`config.mk`:
```
export PLATFORM = sky130hd
export DESIGN_NAME = mul_div_seq
export DESIGN_NICKNAME = d
export VERILOG_FILES = /design/src/rtl/mul_div_seq.sv
export SDC_FILE = /design/constraint.sdc
export NUM_CORES = 1
export LEC_CHECK = 0
export ABC_AREA = 1
export BUFFER_PORTS_ARGS = -buffer_cell sky130_fd_sc_hd__buf_2
export CORE_MARGIN = 5
export CORE_UTILIZATION = 30
export DETAILED_ROUTE_END_ITERATION = 16
export MAX_ROUTING_LAYER = met4
export SETUP_SLACK_MARGIN = 0.2
export SYNTH_ARGS = -nofsm -noshare
export SYNTH_HDL_FRONTEND = slang
export SYNTH_SLANG_ARGS = --single-unit
export TNS_END_PERCENT = 100
```
`constraint.sdc`:
```
create_clock -name clk -period 2.5 [get_ports clk]
set_clock_uncertainty 0.05 [all_clocks]
set_input_delay 0.125 -clock clk [delete_from_list [all_inputs] [get_ports clk]]
set_output_delay 0.125 -clock clk [all_outputs]
set_load 0.005 [all_outputs]
```
`src/rtl/mul_div_seq.sv`:
```
// Sequential 4x4 unsigned multiply and 4/4 restoring divide built around one
// shared 4-bit adder/subtractor; one operation per start, fixed 4 iterations.

module four_adder (
  input  logic [3:0] a,
  input  logic [3:0] b,
  input  logic       cin,
  output logic [3:0] sum,
  output logic       cout
);
  // cin=1 turns the adder into a - b (two's complement), cout=1 means no borrow
  logic [3:0] bx;
  assign bx          = b ^ {4{cin}};
  assign {cout, sum} = {1'b0, a} + {1'b0, bx} + {4'b0000, cin};
endmodule

module mul_div_seq (
  input  logic       clk,
  input  logic       rst,
  input  logic       start,
  input  logic       op,
  input  logic [3:0] op_a,
  input  logic [3:0] op_b,
  output logic       busy,
  output logic       done,
  output logic [7:0] result,
  output logic       div_by_zero
);
  typedef enum logic [1:0] {IDLE, ITER, DONE} state_t;

  state_t     state;
  logic       op_r;
  logic [3:0] hi;     // acc (mul) or rem (div)
  logic [3:0] lo;     // mq (mul) or q (div)
  logic [3:0] opnd;   // m (mul) or d (div)
  logic [1:0] cnt;
  logic       dbz_r;

  logic [3:0] trial, add_a, sum;
  logic       cout;
  logic [3:0] hi_nxt, lo_nxt;

  assign trial = {hi[2:0], lo[3]};
  assign add_a = op_r ? trial : hi;

  four_adder u_add (
    .a    (add_a),
    .b    (opnd),
    .cin  (op_r),
    .sum  (sum),
    .cout (cout)
  );

  always_comb begin
    hi_nxt = hi;
    lo_nxt = lo;
    if (!op_r) begin
      if (lo[0]) {hi_nxt, lo_nxt} = {cout, sum, lo[3:1]};
      else       {hi_nxt, lo_nxt} = {1'b0, hi, lo[3:1]};
    end else begin
      // restore by keeping the trial value when the subtract would borrow
      if (hi[3] | cout) begin
        hi_nxt = sum;
        lo_nxt = {lo[2:0], 1'b1};
      end else begin
        hi_nxt = trial;
        lo_nxt = {lo[2:0], 1'b0};
      end
    end
  end

  always_ff @(posedge clk or posedge rst) begin
    if (rst) begin
      state       <= IDLE;
      op_r        <= 1'b0;
      hi          <= 4'h0;
      lo          <= 4'h0;
      opnd        <= 4'h0;
      cnt         <= 2'd0;
      dbz_r       <= 1'b0;
      busy        <= 1'b0;
      done        <= 1'b0;
      result      <= 8'h00;
      div_by_zero <= 1'b0;
    end else begin
      case (state)
        IDLE: begin
          if (start) begin
            op_r  <= op;
            hi    <= 4'h0;
            lo    <= op ? op_a : op_b;
            opnd  <= op ? op_b : op_a;
            cnt   <= 2'd0;
            dbz_r <= op & (op_b == 4'h0);
            busy  <= 1'b1;
            state <= ITER;
          end
        end
        ITER: begin
          hi  <= hi_nxt;
          lo  <= lo_nxt;
          cnt <= cnt + 2'd1;
          if (cnt == 2'd3) begin
            result      <= {hi_nxt, lo_nxt};
            div_by_zero <= dbz_r;
            done        <= 1'b1;
            state       <= DONE;
          end
        end
        DONE: begin
          done  <= 1'b0;
          busy  <= 1'b0;
          state <= IDLE;
        end
        default: state <= IDLE;
      endcase
    end
  end
endmodule

```
==> impl_summary.md <==
Run status
The run finished with clean final reports.

Place
The count of input and output buffers is 22. The number of placed instances, taps included, is 303. The sum of net half-perimeters after detailed placement is between 2000 and 3000 µm. Routability-driven placement finished with a final weighted congestion of about 0.84. Timing analysis after detailed placement gives a worst setup slack of around 0.11 ns.

The area after detailed placement is 0.00183 mm².

CTS
The deepest clock path buffer count is 2. Counting the buffers created by CTS gives 5. After clock tree synthesis, the clock-pin slew on the worst setup and hold paths is about 0.070 ns. The deepest level of the CTS H-tree is 2. The clock root buffer is clkbuf_8. TritonCTS built the clock tree.

The insertion delay to the later sink of the worst-skew pair is 0.28 ns. Clock tree synthesis found a total of 29 sinks.

Min path
Along the worst hold path, the cell count comes to 2. The endpoint of the worst hold path is dbz_r$_DFFE_PP0P_. The path type of the worst min-delay path is input pin to flop.

The startpoint of the tightest hold check path is op_b[3].

Worst setup path
In this run the critical register-to-register path is launched from op_r$_DFFE_PP0P_. The cell repeated most along the worst path is nand2_1. The critical path goes through buf_4 -> buf_4 -> o21ai_1 -> ha_1 -> nand2_1 -> o21a_1 -> nand2_2 -> nand2_4 -> nand2_1 -> nand2_1 -> nand2_1 -> nand2_1 -> nand2_1. The peak per-stage delay on the critical path is roughly 0.47 ns. The worst setup path is of the flop to flop kind. Setup slack on the worst reg-to-reg path comes out at about 0.34 ns.

At the worst endpoint, the required time is roughly 2.6 ns. In this run the critical register-to-register path is captured at hi[3]$_DFFE_PP0P_. Among all stages on the critical path, the largest delay is contributed by dfrtp_2. STA classifies the critical path startpoint as a flop. The worst path arrival time is 2.27 ns. The cell type group with the largest total delay on the critical path is simple AND/OR/NAND/NOR gates.

The capturing element type of the critical path is a flop. The highest net fanout along the worst path is 5. In this run the worst setup path begins at op_r$_DFFE_PP0P_.

The depth of the worst register-to-register path is 13. The number of buffer and inverter instances along the worst setup path is 2.

Logic synthesis
The net count after synthesis is 229. The number of flip-flops and latches in the synthesized netlist is 29. The number of enable flip-flop cells after synthesis is 0. For this run, asynchronously set or reset flops after synthesis account for between 90% and 100%. The number of different library cells used by synthesis comes to 35. The cell area after synthesis is ~0.0016 mm². In the synthesized netlist the dominant register cell turns out to be dfrtp_1. Yosys printed 0 warnings. The gate count after technology mapping is between 200 and 250.

For this run, the register share of the synthesized area comes to 44.2%. Each instance of the synthesized netlist takes up on average 7.74 µm².

Timing
Setup repair after global routing left no endpoint under its margin. The worst slew margin relative to its limit is ~74%. The number of max-slew violations in the final report is 0.

The worst hold margin is about 0.024 ns. The final critical-path setup slack is 0.343 ns. Based on the critical path, the design can be clocked at up to 0.464 GHz.

The total count of hold-check failures in the final report is 0. Setup violations remaining at the end of the flow were counted as 0. The final critical path takes up ~86% of the cycle. Summed over all failing endpoints, the final setup total negative slack is 0 ns. The actual transition at the worst max-transition pin is about 0.38 ns.

The minimum period implied by the final worst setup slack is approximately 2.2 ns.

Final layout
The area growth from synthesis to layout is 21.8%. The top cell types in the final layout, fill and taps aside, are 92 x nand2_1, 28 x dfrtp_1, 22 x buf_2. The post-route netlist has 20.5% of its cells at a drive strength greater than 1. Leaving out fill and tap cells, the most frequent cell in the layout is nand2_1. The final net count is 260. The number of cells in the finished layout apart from fillers is around 320. The total non-filler cell area in the finished layout is 0.00200 mm². 0 antenna diodes ended up in the layout.

Cells fill a little under two fifths of the core in the end.

Route
After detailed routing, the total wire length is approximately 3800 µm. Using the TritonRoute via totals, the vias-per-cell ratio works out to 4.60. The remaining antenna violation count after routing is 0. In the routed design, unresolved DRC markers number 0.

The vias after detailed routing is roughly 1500. The starting DRC count in detailed routing is ~100. The average wire length per cell after detail routing is 11.9 µm. The first detailed-routing pass ran for 4 iterations.

Run
The max-capacitance violation count is 0.

Pwr
IR analysis of the VDD net gives a maximum drop of approximately 580 µV. The power per standard cell area is about 1500 mW/mm². For this design the static power due to leakage is 1.07 nW.

The overall power consumption is around 3 mW.

Floorplanning
The floorplan die height is between 80 and 90 µm. 23 I/O pins were placed. The floorplan has 27 rows.

The width of the die is about 84 µm. In this run the standard cell core region covers 0.00541 mm². The effective utilization at floorplan is between 30% and 40%. The die area is ~0.007 mm².

Global route
The initial antenna violation count was 0. The via count of the first global-routing pass is approximately 1500. The global routing usage summed across all routing layers is 11.7%. The first global-routing pass estimated 6520 µm of wire. The maximum number of pins on one net before global-route repair is 30. For this run the aggregate overflow at the end of global routing stands at 0.
[worst max-delay path by stage]
stage,to,cells after the start,slack (ns)
6_report,hi[3]$_DFFE_PP0P_,13,0.34
5_1_grt,result[4]$_DFFE_PP0P_,13,0.14
4_1_cts,hi[3]$_DFFE_PP0P_,13,0.26
3_5_place_dp,hi[3]$_DFFE_PP0P_,12,0.11
3_3_place_gp,hi[3]$_DFFE_PP0P_,12,0.14
2_1_floorplan,result[4]$_DFFE_PP0P_,12,0.42
[cells by family after synthesis]
group	after synthesis	synth area share [%]
buffers and inverters	27	7.17
DFF	29	44.2
xor gates and xnor gates	4	2.14
adders and majority gates	5	4.27
AOI/OAI and AO/OA	29	11.1
and+or+nand+nor	118	31.0
[timing repair]
action                                 CTS  global route
hold buffers                             1             0
setup endpoints to repair               10            10
gates cloned                             0             0
gates resized for setup                  1             6
endpoints found under the hold margin   29             0
pin swaps                                0             2
buffers inserted                         0             4
[synth_stat cells (2+ instances only)]
| cell | instances | area (µm²) |
|---|---|---|
| a31oi_1 | 2 | 12.5 |
| ha_1 | 4 | 50.1 |
| o21ai_0 | 13 | 65.1 |
| a21oi_1 | 6 | 30.0 |
| nor3_1 | 2 | 10.0 |
| nand2_2 | 4 | 25.0 |
| xor2_1 | 3 | 26.3 |
| dfrtp_1 | 29 | 726 |
| buf_2 | 2 | 10.0 |
| nand2_1 | 92 | 345 |
| nand3_1 | 5 | 25.0 |
| nand2_4 | 2 | 22.5 |
| inv_1 | 19 | 71.3 |
| nor2_1 | 8 | 30.0 |
[flip-flops by register name (all words and copies together) (netlist names)]
register,flops
state,2
div_by_zero,1
lo,4
hi,4
opnd,4
result,8
busy,1
done,1
op_r,1
cnt,2
dbz_r,1
[report_power, final]
part	switching, mW	internal [mW]	leakage [nW]	total, mW
clock	0.189	0.324	0.0574	0.512
sequential	0.156	0.676	0.357	0.832
combinational	0.993	0.657	0.653	1.65
total	1.34	1.66	1.07	2.99
[final cells by class]
cell class | instances | area [µm²]
timing repair buffer | 29 | 169
tap | 72 | 90.1
clock buffer | 6 | 82.6
sequential | 29 | 727
fill | 591 | 3410
multi-input combinational | 156 | 805
inverter | 22 | 87.6
clock inverter | 2 | 37.5
[layer usage]
layer / up-vias / routed length [µm] / GRT usage [%] / share of wire, %
li1: 735 / - / - / -
met1: 698 / 1760 / 14.2 / 47
met2: 19 / 1870 / 18.9 / 49
met3: 3 / 127 / 3.36 / 3.4
met4: 0 / 16 / 3.22 / 0.42
met5: - / 0 / - / 0
Power figures use the tool's default switching activity.
